`config.mk`:
```
export PLATFORM = sky130hd
export DESIGN_NAME = multicycle_seq_ctrl
export DESIGN_NICKNAME = d
export VERILOG_FILES = /design/src/rtl/multicycle_seq_ctrl.sv
export SDC_FILE = /design/constraint.sdc
export NUM_CORES = 1
export LEC_CHECK = 0
export BUFFER_PORTS_ARGS = -buffer_cell sky130_fd_sc_hd__clkbuf_2
export CAP_MARGIN = 20
export CORE_MARGIN = 5
export CORE_UTILIZATION = 48
export CTS_BUF_LIST = sky130_fd_sc_hd__clkbuf_16
export DETAILED_ROUTE_END_ITERATION = 7
export GPL_ROUTABILITY_DRIVEN = 0
export PLACE_DENSITY_LB_ADDON = 0.08
export SYNTH_ARGS = -nofsm -noshare
export SYNTH_HDL_FRONTEND = slang
export SYNTH_SLANG_ARGS = --single-unit
```
`constraint.sdc`:
```
create_clock -name i_clk -period 2 [get_ports i_clk]
set_input_delay 0.2 -clock i_clk [delete_from_list [all_inputs] [get_ports i_clk]]
set_output_delay 0.2 -clock i_clk [all_outputs]
set_load 0.1 [all_outputs]
```
`src/rtl/multicycle_seq_ctrl.sv`:
```
// Multi-cycle sequencer for an RV32I datapath.
// Walks each instruction through FETCH/DECODE/EXEC/MEM/WB, drives the memory
// request handshakes and the IR/PC/regfile strobes, counts retired
// instructions and traps on an illegal opcode or a memory timeout.
// Handshake: a request (o_imem_req / o_dmem_req) is held high every cycle the
// sequencer waits; the cycle in which the matching ack is high completes the
// transfer. Acks seen in any other state have no effect.
module multicycle_seq_ctrl #(
  parameter int MEM_TIMEOUT = 16,
  parameter int CNT_W       = 32
) (
  input  logic             i_clk,
  input  logic             i_rst,
  input  logic             i_run,
  input  logic [6:0]       i_opcode,
  input  logic             i_br_taken,
  input  logic             i_imem_ack,
  input  logic             i_dmem_ack,
  output logic             o_imem_req,
  output logic             o_dmem_req,
  output logic             o_dmem_we,
  output logic             o_ir_we,
  output logic             o_pc_we,
  output logic [1:0]       o_pc_sel,
  output logic             o_rf_we,
  output logic [1:0]       o_wb_sel,
  output logic [2:0]       o_state,
  output logic             o_trap,
  output logic [1:0]       o_trap_cause,
  output logic [CNT_W-1:0] o_retired
);

  localparam int TW = $clog2(MEM_TIMEOUT + 1);

  localparam logic [2:0] S_IDLE   = 3'd0;
  localparam logic [2:0] S_FETCH  = 3'd1;
  localparam logic [2:0] S_DECODE = 3'd2;
  localparam logic [2:0] S_EXEC   = 3'd3;
  localparam logic [2:0] S_MEM    = 3'd4;
  localparam logic [2:0] S_WB     = 3'd5;
  localparam logic [2:0] S_TRAP   = 3'd7;

  localparam logic [6:0] OP_R     = 7'h33;
  localparam logic [6:0] OP_I     = 7'h13;
  localparam logic [6:0] OP_LOAD  = 7'h03;
  localparam logic [6:0] OP_S     = 7'h23;
  localparam logic [6:0] OP_B     = 7'h63;
  localparam logic [6:0] OP_JAL   = 7'h6F;
  localparam logic [6:0] OP_JALR  = 7'h67;
  localparam logic [6:0] OP_LUI   = 7'h37;
  localparam logic [6:0] OP_AUIPC = 7'h17;

  logic [2:0]       state_q, state_d;
  logic [TW-1:0]    tmo_q, tmo_d;
  logic             trap_q, trap_d;
  logic [1:0]       cause_q, cause_d;
  logic [CNT_W-1:0] retired_q, retired_d;
  logic             retire;
  logic             legal, is_b, is_ld, is_st, is_jal, is_jalr;
  logic             tmo_last;
  logic [2:0]       boundary;

  // Opcode classification from the latched IR.
  always_comb begin
    is_b    = (i_opcode == OP_B);
    is_ld   = (i_opcode == OP_LOAD);
    is_st   = (i_opcode == OP_S);
    is_jal  = (i_opcode == OP_JAL);
    is_jalr = (i_opcode == OP_JALR);
    legal   = (i_opcode == OP_R) || (i_opcode == OP_I) || is_ld || is_st ||
              is_b || is_jal || is_jalr || (i_opcode == OP_LUI) ||
              (i_opcode == OP_AUIPC);
    // tmo_q counts completed wait cycles, so this is the MEM_TIMEOUT-th request cycle.
    tmo_last = (tmo_q == TW'(MEM_TIMEOUT - 1));
    // i_run is only sampled at an instruction boundary.
    boundary = i_run ? S_FETCH : S_IDLE;
  end

  // Next-state, strobe and select decode.
  always_comb begin
    state_d    = state_q;
    trap_d     = trap_q;
    cause_d    = cause_q;
    retire     = 1'b0;
    o_imem_req = 1'b0;
    o_dmem_req = 1'b0;
    o_dmem_we  = 1'b0;
    o_ir_we    = 1'b0;
    o_pc_we    = 1'b0;
    o_pc_sel   = 2'd0;
    o_rf_we    = 1'b0;
    o_wb_sel   = 2'd0;
    case (state_q)
      S_IDLE: begin
        if (i_run) state_d = S_FETCH;
      end
      S_FETCH: begin
        o_imem_req = 1'b1;
        if (i_imem_ack) begin
          o_ir_we = 1'b1;
          state_d = S_DECODE;
        end else if (tmo_last) begin
          state_d = S_TRAP;
          trap_d  = 1'b1;
          cause_d = 2'd2;
        end
      end
      S_DECODE: begin
        if (legal) begin
          state_d = S_EXEC;
        end else begin
          state_d = S_TRAP;
          trap_d  = 1'b1;
          cause_d = 2'd1;
        end
      end
      S_EXEC: begin
        if (is_b) begin
          o_pc_we  = 1'b1;
          o_pc_sel = {1'b0, i_br_taken};
          retire   = 1'b1;
          state_d  = boundary;
        end else if (is_ld || is_st) begin
          state_d = S_MEM;
        end else begin
          state_d = S_WB;
        end
      end
      S_MEM: begin
        o_dmem_req = 1'b1;
        o_dmem_we  = is_st;
        if (i_dmem_ack) begin
          if (is_st) begin
            o_pc_we = 1'b1;
            retire  = 1'b1;
            state_d = boundary;
          end else begin
            state_d = S_WB;
          end
        end else if (tmo_last) begin
          state_d = S_TRAP;
          trap_d  = 1'b1;
          cause_d = 2'd3;
        end
      end
      S_WB: begin
        o_rf_we  = 1'b1;
        o_pc_we  = 1'b1;
        o_wb_sel = is_ld ? 2'd1 : ((is_jal || is_jalr) ? 2'd2 : 2'd0);
        o_pc_sel = is_jal ? 2'd1 : (is_jalr ? 2'd2 : 2'd0);
        retire   = 1'b1;
        state_d  = boundary;
      end
      S_TRAP: begin
        state_d = S_TRAP;
      end
      default: begin
        state_d = S_IDLE;
      end
    endcase
    // Wait counter runs only while staying in a request state; any entry clears it.
    if (((state_q == S_FETCH) || (state_q == S_MEM)) && (state_d == state_q)) begin
      tmo_d = tmo_q + TW'(1);
    end else begin
      tmo_d = '0;
    end
    retired_d = retire ? (retired_q + CNT_W'(1)) : retired_q;
  end

  // State, timeout, trap and retire-count registers.
  always_ff @(posedge i_clk or posedge i_rst) begin
    if (i_rst) begin
      state_q   <= S_IDLE;
      tmo_q     <= '0;
      trap_q    <= 1'b0;
      cause_q   <= 2'd0;
      retired_q <= '0;
    end else begin
      state_q   <= state_d;
      tmo_q     <= tmo_d;
      trap_q    <= trap_d;
      cause_q   <= cause_d;
      retired_q <= retired_d;
    end
  end

  // Status outputs straight from registers.
  always_comb begin
    o_state      = state_q;
    o_trap       = trap_q;
    o_trap_cause = cause_q;
    o_retired    = retired_q;
  end

endmodule

```
== After elaboration in Yosys (flattened, before gate mapping) ==
Index checks and enable logic that the tools add are counted.

* Register bits: 43
* Bits in latches: 0
* Bits in writable memories: 0
* Bits in read-only memories: 0
* Input port bits: 13
* Output and inout bits: 48
* Word-level logic and storage cells: 84
* Memories: 0

* Add/subtract/negate cells: 2
* Multipliers: 0
* Divide/modulo/power cells: 0
* Magnitude comparators: 0
* Equality and inequality tests: 22
* Shift operators: 0
* Muxes and demuxes: 39
* Bitwise operators: 0
* Reductions and logical operators: 16

{| class="wikitable"
|+ Operators by type and width
! operator !! number
|-
| 32-bit by 1-bit adder with 32-bit output (second input constant) || 1
|-
| 7-bit by 6-bit equality test with 1-bit output (second input constant) || 3
|-
| 7-bit equality test (second input constant) || 3
|-
| 3-bit 2-to-1 mux || 7
|-
| 3-bit case mux with 7 select lines || 1
|-
| 2-bit 2-to-1 mux || 10
|-
| 1-bit 2-to-1 mux || 16
|-
| 7-bit by 5-bit equality test with 1-bit output (second input constant) || 2
|-
| 1-bit logical OR || 11
|-
| 2-bit inequality test (second input constant) || 5
|-
| 3-bit equality test (second input constant) || 3
|-
| 7-bit by 2-bit equality test with 1-bit output (second input constant) || 1
|-
| 3-bit by 2-bit equality test with 1-bit output (second input constant) || 2
|-
| 1-bit case mux with 3 select lines || 2
|-
| 2-bit case mux with 3 select lines || 1
|-
| 6-bit AND reduction || 1
|-
| 5-bit by 1-bit adder with 5-bit output (second input constant) || 1
|-
| 5-bit by 4-bit equality test with 1-bit output (second input constant) || 1
|-
| 5-bit 2-to-1 mux || 1
|-
| 2-bit case mux with 2 select lines || 1
|-
| 4-bit AND reduction || 1
|-
| 3-bit by 1-bit equality test with 1-bit output (second input constant) || 1
|-
| 3-bit equality test || 1
|-
| 3-bit logical NOT || 1
|-
| 2 further kinds || 2
|}

== Depth between registers and ports, before layout ==
* Word-level depth: 14
* Mapped depth: 8
* Depth with buffers taken out: 8

== Worst setup path before layout ==
No wires, ideal clock.

* Kind: reg-to-output
* Start: reg state_q[0], in the netlist o_state[0]
* End: out o_ir_we
* Data arrival time: 4.536 ns
* Required time: 1.800 ns
* Setup slack: -2.736 ns
* Stages on the path, launching flop included: 4
* Buffers on the path: 1
* Path through: dfrtp_1 clkbuf_1 nor3b_1 and2_1

* Word-level cells in the longest chain between the ends: 2

{| class="wikitable"
|+ RTL lines
! element !! line !! text
|-
| from (decl) || 53 || <nowiki>logic [2:0] state_q, state_d;</nowiki>
|-
| from (signal assigned) || 179 || <nowiki>state_q <= state_d;</nowiki>
|-
| 3-bit by 1-bit equality test with 1-bit output || 93 || <nowiki>case (state_q)</nowiki>
|-
| 1-bit 2-to-1 mux || 93 ||
|-
| to (decl) || 22 || <nowiki>output logic o_ir_we,</nowiki>
|}

Every way passes these cells.

== Worst setup path in the final report ==
* Start: reg state_q[1], in the netlist o_state[1]
* End: out o_wb_sel[1]

* Word-level cells in the longest chain between the ends: 2

{| class="wikitable"
|+ RTL lines
! element !! line !! text
|-
| 3-bit equality test || 93 ||
|-
| 2-bit 2-to-1 mux || 93 ||
|-
| to (decl) || 26 || <nowiki>output logic [1:0] o_wb_sel,</nowiki>
|}

Every way passes these cells.

==> results.md <==
- Syn Area/Cell: 10.1 um2
- Clock Skew: 0.00569 ns
- DR vias/cell: 5.54
- Detail Route Antenna Nets: 0
- Register share of total power: 30.4%
- First-pass GRT wire length: approximately 9.5 mm
- PortBufs: 60
- #FFs+latches synth: 43
- Longest Clk Path Bufs: 2
- Core area: 4820 um2
- Synth Flop Type: dfrtp_1
- Max-slew headroom: 62.7%
- Initial core utilization: between 50% and 60%
- Ant. Diodes: 0
- Cell area after layout: 3320 um2
- FF-to-FF setup slack: 0.11 ns
- Top post-synthesis cells by count: dfrtp_1 (43), xnor2_1 (25), nor2_1 (17)
- R2r startpoint: tmo_q[0]
- Initial DRC Count: 88
- Cells after Synth: 239
- Max-Cap Viols: 0
- Max Slew Vio Count: 0
- Reg2reg path depth: 8
- Clk network pwr share: 20.5%
- # fillers: 401
- Die area: between 6000 and 7000 um2
- WL final: roughly 5.8 mm
- Share of the synthesized area in the top cell type: 44.5%
- Sw frac: 47.9%
- Int Power: 0.00197 W
- 1st-pass router iterations: 4
- Post-Place Cell Area: 3130 um2
- Yosys top cell by area: dfrtp_1
- Netlist cell types: 46
- P_sw: about 0.0018 W
- Period utilisation layout: 95.4%
- Clk_lat worst skew: between 0.2 and 0.3 ns
- Grt total ovfl: 0
- HP Class: input port to asynchronous set/reset pin
- Max VDD drop: 0.00158 V
- Drt drc: 0
- Synth area leaders: dfrtp_1 (45%), xnor2_1 (9.1%), o2111ai_1 (3.3%), xor2_1 (2.9%), and3_1 (2.8%)
- Crit start category: flip-flop
- Vias in the first global route: 2067
- Hold_buf cts: 0
- DP HPWL: 4.18 mm
- Final setup violation count: 0
- Count leader, synth: dfrtp_1
- Worst-path maximum fanout: 8
- Worst EP required: roughly 1.8 ns
- Post-synthesis sequential area ratio: 44.5%
- CTS Root Cell: clkbuf_16
- Worst-path clk slew: 0.06 ns
- CP Cell Sequence: and3b_4, nand4_1, buf_4, nor2_4, buf_12
- CTS Buf Count: 5
- EDFF count, synth: 0
- RSZ-0062 raised after global routing: true
- Post-Syn Nets: 255
- PD cells: about 1100 nW/um2
- Row count: 25
- Nets: between 300 and 400
- Worst-margin pin slew: 0.562 ns
- Pwr Total: 0.00377 W
- Die width: around 81 um
- Post-synth ARST share: 100%
- Gate power share: 49.1%
- Initial antenna violation count: 0
- Final Hold Fails: 0
- Die height: 81.0 um
- Syn-to-layout area delta: 37.5%
- Sequential cell area: 1160 um2
- Status: complete, no violations
- CTS tree: built
- Worst Path Class, Setup: flip-flop to output port
- Min cycle time layout: 1.91 ns
- Worst EP arrival: 1.71 ns
- F_max: 524 MHz
- Wire per inst: 15.2 um
- Critical path's slowest cell: dfrtp_2
- Vias: 2095
- Total GRT Usage: a little under a fifth
- CP max stage delay: around 0.45 ns
- Crit Reg-Reg Endpoint: tmo_q[1]
- Mapped Area: 2420 um2
- Hold slack: 0.0280 ns
- CP Capture Type: output port
- Syn. warnings: 0
- Leak: 1.47 nW
- CTS sink count: 43
- Top-Level Pins: between 60 and 70
- Final core utilization: 69.0%
- Number of H-tree levels: 2
- Multi-input gate area: 1370 um2
- Share of post-route cells with drive strength above 1: between 40 and 50%
- Largest net degree at the start of global routing: 44
power by group through the flow:
stage               sequential, W  combinational [W]  clock, W
floorplan                 0.00173           0.000897         0
global placement          0.00118            0.00171         0
detailed placement        0.00120            0.00173         0
CTS                       0.00115            0.00182  0.000790
global route              0.00117            0.00196  0.000825
finish                    0.00115            0.00185  0.000771
worst max-delay path, delay by kind of cell (launching register included):
family | cells | cell delay, ns
and+or+nand+nor | 3 | 0.58
DFF | 1 | 0.45
buffers and inverters | 2 | 0.39
cells in the final DEF (no fill, tap or decap), drive strengths merged, types with 8 or more instances in the layout:
cell,instances
clkbuf,57
xor2,8
xnor2,25
dfrtp,43
nand2,14
buf,25
nor2,17
o2111ai,9
and3,12
per-stage QoR:
step                instances  setup WS, ns  setup TNS, ns
global route              378       -0.0503         -0.236
floorplan                 239        -0.621          -4.92
global placement          364         0.160              0
CTS                       376        0.0175              0
detailed placement        364         0.114              0
finish                    378        0.0926              0
worst max path at each step:
stage | from | end
floorplan | o_state[2] | o_pc_sel[1]
global placement | tmo_q[0] | tmo_q[0]
detailed placement | tmo_q[0] | tmo_q[3]
CTS | o_state[0] | o_dmem_we
global route | tmo_q[0] | tmo_q[0]
finish | o_state[1] | o_wb_sel[1]
sequential cells by signal, summed over array words and instances (netlist names):
name,flops
o_trap_cause,2
tmo_q,5
o_state,3
o_trap,1
o_retired,32
area by class of cell:
class	count	area share, %
multi-input combinational	176	41.1
sequential	43	34.8
inverter	7	0.903
tap	67	2.52
clock inverter	3	0.489
timing repair buffer	77	16.5
clock buffer	5	3.76
routing by layer:
metal  vias up  global-route usage (%)  share of wire [%]
met2        51                    31.4                 50
met4         0                    7.94                1.5
li1       1005                       -                  -
met1      1030                    22.8                 44
met5         -                       0                  0
met3         9                    3.66                4.3
cell families after synthesis:
logic type	share of synthesized area, %
AND/OR/NAND/NOR	25.5
AO/OA/AOI/OAI	12.2
multiplexers	0.466
XOR/XNOR	12.0
flip-flops	44.5
buffers and inverters	3.83
adder cells (fa/ha/maj)	1.55
what timing repair did:
action,4_1_cts,5_1_grt
endpoints found under the setup margin,4,9
pin swaps,0,1
hold endpoints to repair,0,0
buffers inserted,4,2
gates cloned,0,0
gates resized for setup,1,1
Power figures use the tool's default switching activity.
